$ cat src/rtl/div_unit_if.sv
// Execute-stage <-> divider handshake bundle: operands and control in, {rem, quot} and ready out.
interface div_unit_if #(
  parameter int unsigned DATA_W = 32
);
  logic                  signed_div_i;
  logic [DATA_W-1:0]     opdata1_i;
  logic [DATA_W-1:0]     opdata2_i;
  logic                  start_i;
  logic                  annul_i;
  logic [2*DATA_W-1:0]   result_o;
  logic                  ready_o;

  modport master (
    output signed_div_i, opdata1_i, opdata2_i, start_i, annul_i,
    input  result_o, ready_o
  );

  modport slave (
    input  signed_div_i, opdata1_i, opdata2_i, start_i, annul_i,
    output result_o, ready_o
  );
endinterface

$ cat src/rtl/div_unit.sv
// Radix-2 restoring divider for DIV/DIVU, one quotient bit per clock, {rem, quot} result.
// Optional macro DIV_EARLY_OUT_EN: finish in one cycle when |dividend| < |divisor|.
module div_unit #(
  parameter int unsigned DATA_W = 32
) (
  input  logic  clk,
  input  logic  rst,
  div_unit_if.slave bus
);

  localparam int unsigned CntW = $clog2(DATA_W) + 1;

  typedef enum logic [1:0] {StFree, StByZero, StOn, StEnd} state_e;

  state_e              state_q, state_d;
  logic [CntW-1:0]     cnt_q, cnt_d;
  logic [DATA_W-1:0]   rem_q, rem_d;
  logic [DATA_W-1:0]   quo_q, quo_d;
  logic [DATA_W-1:0]   dvsr_q, dvsr_d;
  logic                quo_neg_q, quo_neg_d;
  logic                rem_neg_q, rem_neg_d;
  logic [2*DATA_W-1:0] res_q, res_d;

  logic [DATA_W-1:0]   abs_a, abs_b;
  logic [DATA_W:0]     rsh;
  logic [DATA_W-1:0]   trial;
  logic                ge;
  logic [DATA_W-1:0]   quo_fix, rem_fix;

  always_comb begin
    abs_a = (bus.signed_div_i && bus.opdata1_i[DATA_W-1]) ? -bus.opdata1_i : bus.opdata1_i;
    abs_b = (bus.signed_div_i && bus.opdata2_i[DATA_W-1]) ? -bus.opdata2_i : bus.opdata2_i;
    // Shifted partial remainder needs one extra bit: it can exceed DATA_W bits for large divisors.
    rsh     = {rem_q, quo_q[DATA_W-1]};
    ge      = rsh >= {1'b0, dvsr_q};
    trial   = rsh[DATA_W-1:0] - dvsr_q;
    quo_fix = quo_neg_q ? -quo_q : quo_q;
    rem_fix = rem_neg_q ? -rem_q : rem_q;
  end

  always_ff @(posedge clk) begin
    if (rst) begin
      state_q   <= StFree;
      cnt_q     <= '0;
      rem_q     <= '0;
      quo_q     <= '0;
      dvsr_q    <= '0;
      quo_neg_q <= 1'b0;
      rem_neg_q <= 1'b0;
      res_q     <= '0;
    end else begin
      state_q   <= state_d;
      cnt_q     <= cnt_d;
      rem_q     <= rem_d;
      quo_q     <= quo_d;
      dvsr_q    <= dvsr_d;
      quo_neg_q <= quo_neg_d;
      rem_neg_q <= rem_neg_d;
      res_q     <= res_d;
    end
  end

  always_comb begin
    state_d   = state_q;
    cnt_d     = cnt_q;
    rem_d     = rem_q;
    quo_d     = quo_q;
    dvsr_d    = dvsr_q;
    quo_neg_d = quo_neg_q;
    rem_neg_d = rem_neg_q;
    res_d     = res_q;
    unique case (state_q)
      StFree: begin
        if (bus.start_i && !bus.annul_i) begin
          dvsr_d    = abs_b;
          quo_neg_d = bus.signed_div_i && (bus.opdata1_i[DATA_W-1] ^ bus.opdata2_i[DATA_W-1]);
          rem_neg_d = bus.signed_div_i && bus.opdata1_i[DATA_W-1];
          rem_d     = '0;
          quo_d     = abs_a;
          cnt_d     = '0;
          if (bus.opdata2_i == '0) begin
            state_d = StByZero;
          end else begin
            state_d = StOn;
`ifdef DIV_EARLY_OUT_EN
            // Skip the iterations: the final-cycle sign fixup restores the original dividend.
            if (abs_a < abs_b) begin
              rem_d = abs_a;
              quo_d = '0;
              cnt_d = CntW'(DATA_W);
            end
`endif
          end
        end
      end
      StByZero: begin
        if (bus.annul_i) begin
          state_d = StFree;
        end else begin
          res_d   = '0;
          state_d = StEnd;
        end
      end
      StOn: begin
        if (bus.annul_i) begin
          state_d = StFree;
        end else if (cnt_q == CntW'(DATA_W)) begin
          res_d   = {rem_fix, quo_fix};
          state_d = StEnd;
        end else begin
          rem_d = ge ? trial : rsh[DATA_W-1:0];
          quo_d = {quo_q[DATA_W-2:0], ge};
          cnt_d = cnt_q + 1'b1;
        end
      end
      StEnd: begin
        if (!bus.start_i) begin
          state_d = StFree;
        end
      end
      default: state_d = StFree;
    endcase
  end

  always_comb begin
    bus.ready_o  = (state_q == StEnd);
    bus.result_o = (state_q == StEnd) ? res_q : '0;
  end

endmodule

$ cat src/flat_wrapper.sv
// flat-port wrapper written by rule: the top's interface ports become plain ports
module div_unit_flat 
#(
  parameter int unsigned DATA_W = 32
)
  (clk, rst, bus_signed_div_i, bus_opdata1_i, bus_opdata2_i, bus_start_i, bus_annul_i, bus_result_o, bus_ready_o);
  div_unit_if #(.DATA_W(DATA_W)) bus_i ();
  input  logic clk;
  input  logic rst;
  input wire logic [$bits(bus_i.signed_div_i)-1:0] bus_signed_div_i;
  input wire logic [$bits(bus_i.opdata1_i)-1:0] bus_opdata1_i;
  input wire logic [$bits(bus_i.opdata2_i)-1:0] bus_opdata2_i;
  input wire logic [$bits(bus_i.start_i)-1:0] bus_start_i;
  input wire logic [$bits(bus_i.annul_i)-1:0] bus_annul_i;
  output wire logic [$bits(bus_i.result_o)-1:0] bus_result_o;
  output wire logic [$bits(bus_i.ready_o)-1:0] bus_ready_o;
  assign bus_i.signed_div_i = bus_signed_div_i;
  assign bus_i.opdata1_i = bus_opdata1_i;
  assign bus_i.opdata2_i = bus_opdata2_i;
  assign bus_i.start_i = bus_start_i;
  assign bus_i.annul_i = bus_annul_i;
  assign bus_result_o = bus_i.result_o;
  assign bus_ready_o = bus_i.ready_o;
  div_unit #(.DATA_W(DATA_W)) u_core (.clk(clk), .rst(rst), .bus(bus_i));
endmodule
$ cat config.mk
export PLATFORM = sky130hd
export DESIGN_NAME = div_unit_flat
export DESIGN_NICKNAME = d
export VERILOG_FILES = /design/src/rtl/div_unit_if.sv /design/src/rtl/div_unit.sv /design/src/flat_wrapper.sv
export SDC_FILE = /design/constraint.sdc
export NUM_CORES = 1
export LEC_CHECK = 0
export ABC_AREA = 1
export CAP_MARGIN = 25
export CORE_UTILIZATION = 27
export DETAILED_ROUTE_END_ITERATION = 8
export SLEW_MARGIN = 15
export SYNTH_ARGS = -nofsm -noshare
export SYNTH_HDL_FRONTEND = slang
export SYNTH_SLANG_ARGS = --single-unit
$ cat constraint.sdc
create_clock -name clk -period 2.11 [get_ports clk]
set_input_delay 0.3165 -clock clk [delete_from_list [all_inputs] [get_ports clk]]
set_output_delay 0.3165 -clock clk [all_outputs]
set_load 0.05 [all_outputs]
==> impl_metrics.sql <==
INSERT INTO impl_metrics (metric_group, metric, value, unit) VALUES
('yosys', 'synth-seq-area-share', '0.251', ''),
('place', 'dp.cells', '3301', ''),
('die', 'initial_utilization', '0.275', ''),
('worst_setup_path', 'timing.critical_path.from_type', 'register', ''),
('power', 'vdd.ir_drop.worst', '689', 'uV'),
('cts', 'clkSlewWorstSetupHoldPaths', '0.08', 'ns'),
('global_routing', 'via_count_of_the_first_global_routing_pass', '14200', ''),
('sta', 'max-slew-margin-rel', '0.561', ''),
('die', 'io-pin-count', '134', ''),
('cells_and_area', 'filler_cell_count', '5215', ''),
('sta', 'setup_ws', '-0.0217', 'ns'),
('cts', 'tritoncts', 'yes', ''),
('cells_and_area', 'insertedDiodeCount', '0', ''),
('sta', 'final_min_period_over_clock_period', '1.01', ''),
('cells_and_area', 'synthToLayoutAreaGrowth', '49.3', '%'),
('global_routing', 'first_pass_grt_wire_length', '78300', 'um'),
('cts', 'clkSinkCount', '170', ''),
('global_routing', 'grt_max_degree', '123', ''),
('outcome', 'outcome', 'complete, but fails checks', ''),
('worst_setup_path', 'critPathMaxFanout', '6', ''),
('die', 'floorplan.die.width', '226', 'um'),
('job', 'max-cap-violations', '0', ''),
('drt', 'wl_per_cell', '15.1', 'um'),
('sta', 'clock.fmax', '469', 'MHz'),
('worst_setup_path', 'criticalPathCategory', 'reg2reg', ''),
('sta', 'final.hold.worst_slack', '0.397', 'ns'),
('cts', 'tritoncts.num_buffers', '17', ''),
('yosys', 'synthXorXnorAreaFrac', '0.0278', ''),
('sta', 'rsz0062_at_grt', 'yes', ''),
('global_routing', 'grt.total_usage', '0.195', ''),
('drt', 'routed_wl', '50800', 'um'),
('yosys', 'yosys_register_bits', '170', ''),
('yosys', 'ys_dominant_reg_cell', 'dfxtp_1', ''),
('sta', 'timing.final.setup_violations', '5', ''),
('outcome', 'violations_in_the_final_reports', 'setup timing', ''),
('power', 'power-per-cell-area', '943', 'nW/um2'),
('global_routing', 'gr-usage-met2', '0.302', ''),
('drt', 'detail_route.iter0.violations', '1366', ''),
('place', 'placement.io_buffers', '133', ''),
('power', 'finalPower', '19.1', 'mW'),
('yosys', 'synth-edff-count', '0', ''),
('worst_setup_path', 'r2r_cells', '16', ''),
('sta', 'timing_hold_violations_final', '0', ''),
('cells_and_area', 'share_of_post_route_cells_with_drive_strength_above_1', '0.272', ''),
('place', 'place_congestion', '0.975', ''),
('cts', 'h-tree-depth', '4', ''),
('yosys', 'post_synth_inst_count', '2323', ''),
('yosys', 'synth_top_cell_by_area', 'dfxtp_1', ''),
('cts', 'clk_latency', '0.47', 'ns'),
('yosys', 'synth_fp_nets', '2435', ''),
('yosys', 'ys_types', '50', ''),
('yosys', 'yosys.area_share.simple', '0.377', ''),
('global_routing', 'antenna_found_initial', '0', ''),
('cells_and_area', 'post_layout_instance_count_excluding_filler_cells', '3363', ''),
('worst_setup_path', 'crit_arrival', '2.52', 'ns'),
('die', 'die_height', '226', 'um'),
('sta', 'timing.clock.skew', '0.0152', 'ns'),
('global_routing', 'globalRoute.busiestLayer', 'met2', ''),
('global_routing', 'globalRoute.totalOverflow', '0', ''),
('worst_hold_path', 'worst_hold_path.num_cells', '5', ''),
('yosys', 'syn_area_per_cell', '5.84', 'um2'),
('die', 'core_area', '49300', 'um2'),
('drt', 'vias_per_cell', '4.67', ''),
('global_routing', 'groute.layer.met3.usage', '0.0276', ''),
('yosys', 'synth-async-reset-ratio', '0', ''),
('yosys', 'proportion_of_netlist_area_held_by_the_largest_area_contributor', '0.251', ''),
('yosys', 'synth_warnings', '0', ''),
('worst_setup_path', 'endpoint_kind_of_the_worst_setup_timing_path', 'register', ''),
('global_routing', 'grt_util_met1', '0.278', ''),
('cts', 'ctsRootBufferMaster', 'clkbuf_16', ''),
('drt', 'ant_nets', '0', '');
-- cell usage after synthesis (8+ instances only) --
master	n
o21ai_0	119
buf_6	8
nand3_1	221
nor3_1	13
clkbuf_1	51
o21ai_1	8
nand2_2	8
inv_1	386
xnor2_1	18
nand3b_1	14
a21oi_1	201
buf_2	24
a21oi_2	11
o211ai_1	16
or2_2	9
a21boi_0	16
nand2_1	684
ha_1	42
xor2_1	25
dfxtp_1	170
nand4_1	38
nor2_1	151
nor2_2	12
-- layout by cell type (no fill, tap or decap), types with 82 or more instances in the layout --
master | synthesis | final
a21oi_1 | 201 | 192
buf_12 | 0 | 82
buf_4 | 1 | 276
dfxtp_1 | 170 | 126
inv_1 | 386 | 348
nand2_1 | 684 | 597
nand2_2 | 8 | 82
nand3_1 | 221 | 188
nor2_1 | 151 | 137
o21ai_0 | 119 | 115
-- through the flow --
step / util / setup WS, ns / instance area [um2]
final: 0.411 / -0.0217 / 20200
after global placement: 0.369 / -0.370 / 18200
after CTS: 0.390 / 0.00429 / 19200
after global routing: 0.411 / -0.0996 / 20200
after floorplan: - / 0.102 / 13600
after detailed placement: 0.369 / -0.393 / 18200
-- logic make-up (layout without fill, tap and decap cells) --
logic type	after synthesis	after routing
and+or+nand+nor	1181	1181
buffers and inverters	490	866
AOI/OAI and AO/OA	396	396
DFF	170	170
adders and majority gates	43	43
xor gates and xnor gates	43	43
-- critical path, stage by stage (launching register included) --
cell	delay [ns]
dfxtp_2	0.36
inv_2	0.05
ha_4	0.32
nand2_4	0.08
inv_2	0.06
nand2_1	0.07
nand2_2	0.09
inv_1	0.05
nand3_2	0.08
nand2_2	0.06
nand2_2	0.10
nand2_4	0.11
buf_12	0.16
clkbuf_16	0.16
nand3_1	0.09
nand3_1	0.08
a21oi_1	0.14
-- area by class of cell --
class	count	area [um2]	share of cell area
multi-input combinational	1663	9300	0.459
clock buffer	18	429	0.0212
tap	664	831	0.0411
timing repair buffer	436	4560	0.225
inverter	398	1500	0.0739
sequential	170	3470	0.172
clock inverter	14	148	0.00730
-- path summary, 6_finish.rpt --
check,from,endpoint,slack [ns]
worst min register to register,u_core.res_q[33]$_SDFFE_PP0P_,u_core.res_q[33]$_SDFFE_PP0P_,0.46
worst max register to register,u_core.dvsr_q[8]$_SDFFE_PP0P_,u_core.rem_q[24]$_SDFFE_PP0P_,-0.02
worst min-delay path,rst,u_core.state_q[0]$_SDFFE_PP0P_,0.40
worst max-delay path,u_core.dvsr_q[8]$_SDFFE_PP0P_,u_core.rem_q[24]$_SDFFE_PP0P_,-0.02
-- routing by layer --
metal,share of wire,wire [um],up-vias
li1,-,-,8128
met4,0.025,1270,0
met5,0,0,-
met2,0.44,22400,452
met1,0.48,24300,7042
met3,0.055,2790,75
-- power by group --
group          total, mW  leakage [nW]  internal [mW]  switching (mW)
combinational       11.8          8.25           5.02            6.77
sequential          4.13          1.40           3.66           0.473
clock               3.17         0.276           1.58            1.59
-- registers in the layout, summed over array words and instances (netlist names) --
register,count
u_core.quo_neg_q,1
u_core.dvsr_q,32
u_core.state_q,2
u_core.cnt_q,6
u_core.quo_q,32
u_core.res_q,64
u_core.rem_q,32
u_core.rem_neg_q,1
-- repair_timing --
item / CTS / global route
hold buffers: 0 / 0
cloned: 1 / 6
pin swaps: 5 / 89
setup endpoints to repair: 97 / 84
buffers inserted: 4 / 20
gates resized for setup: 71 / 254
Power figures use the tool's default switching activity.
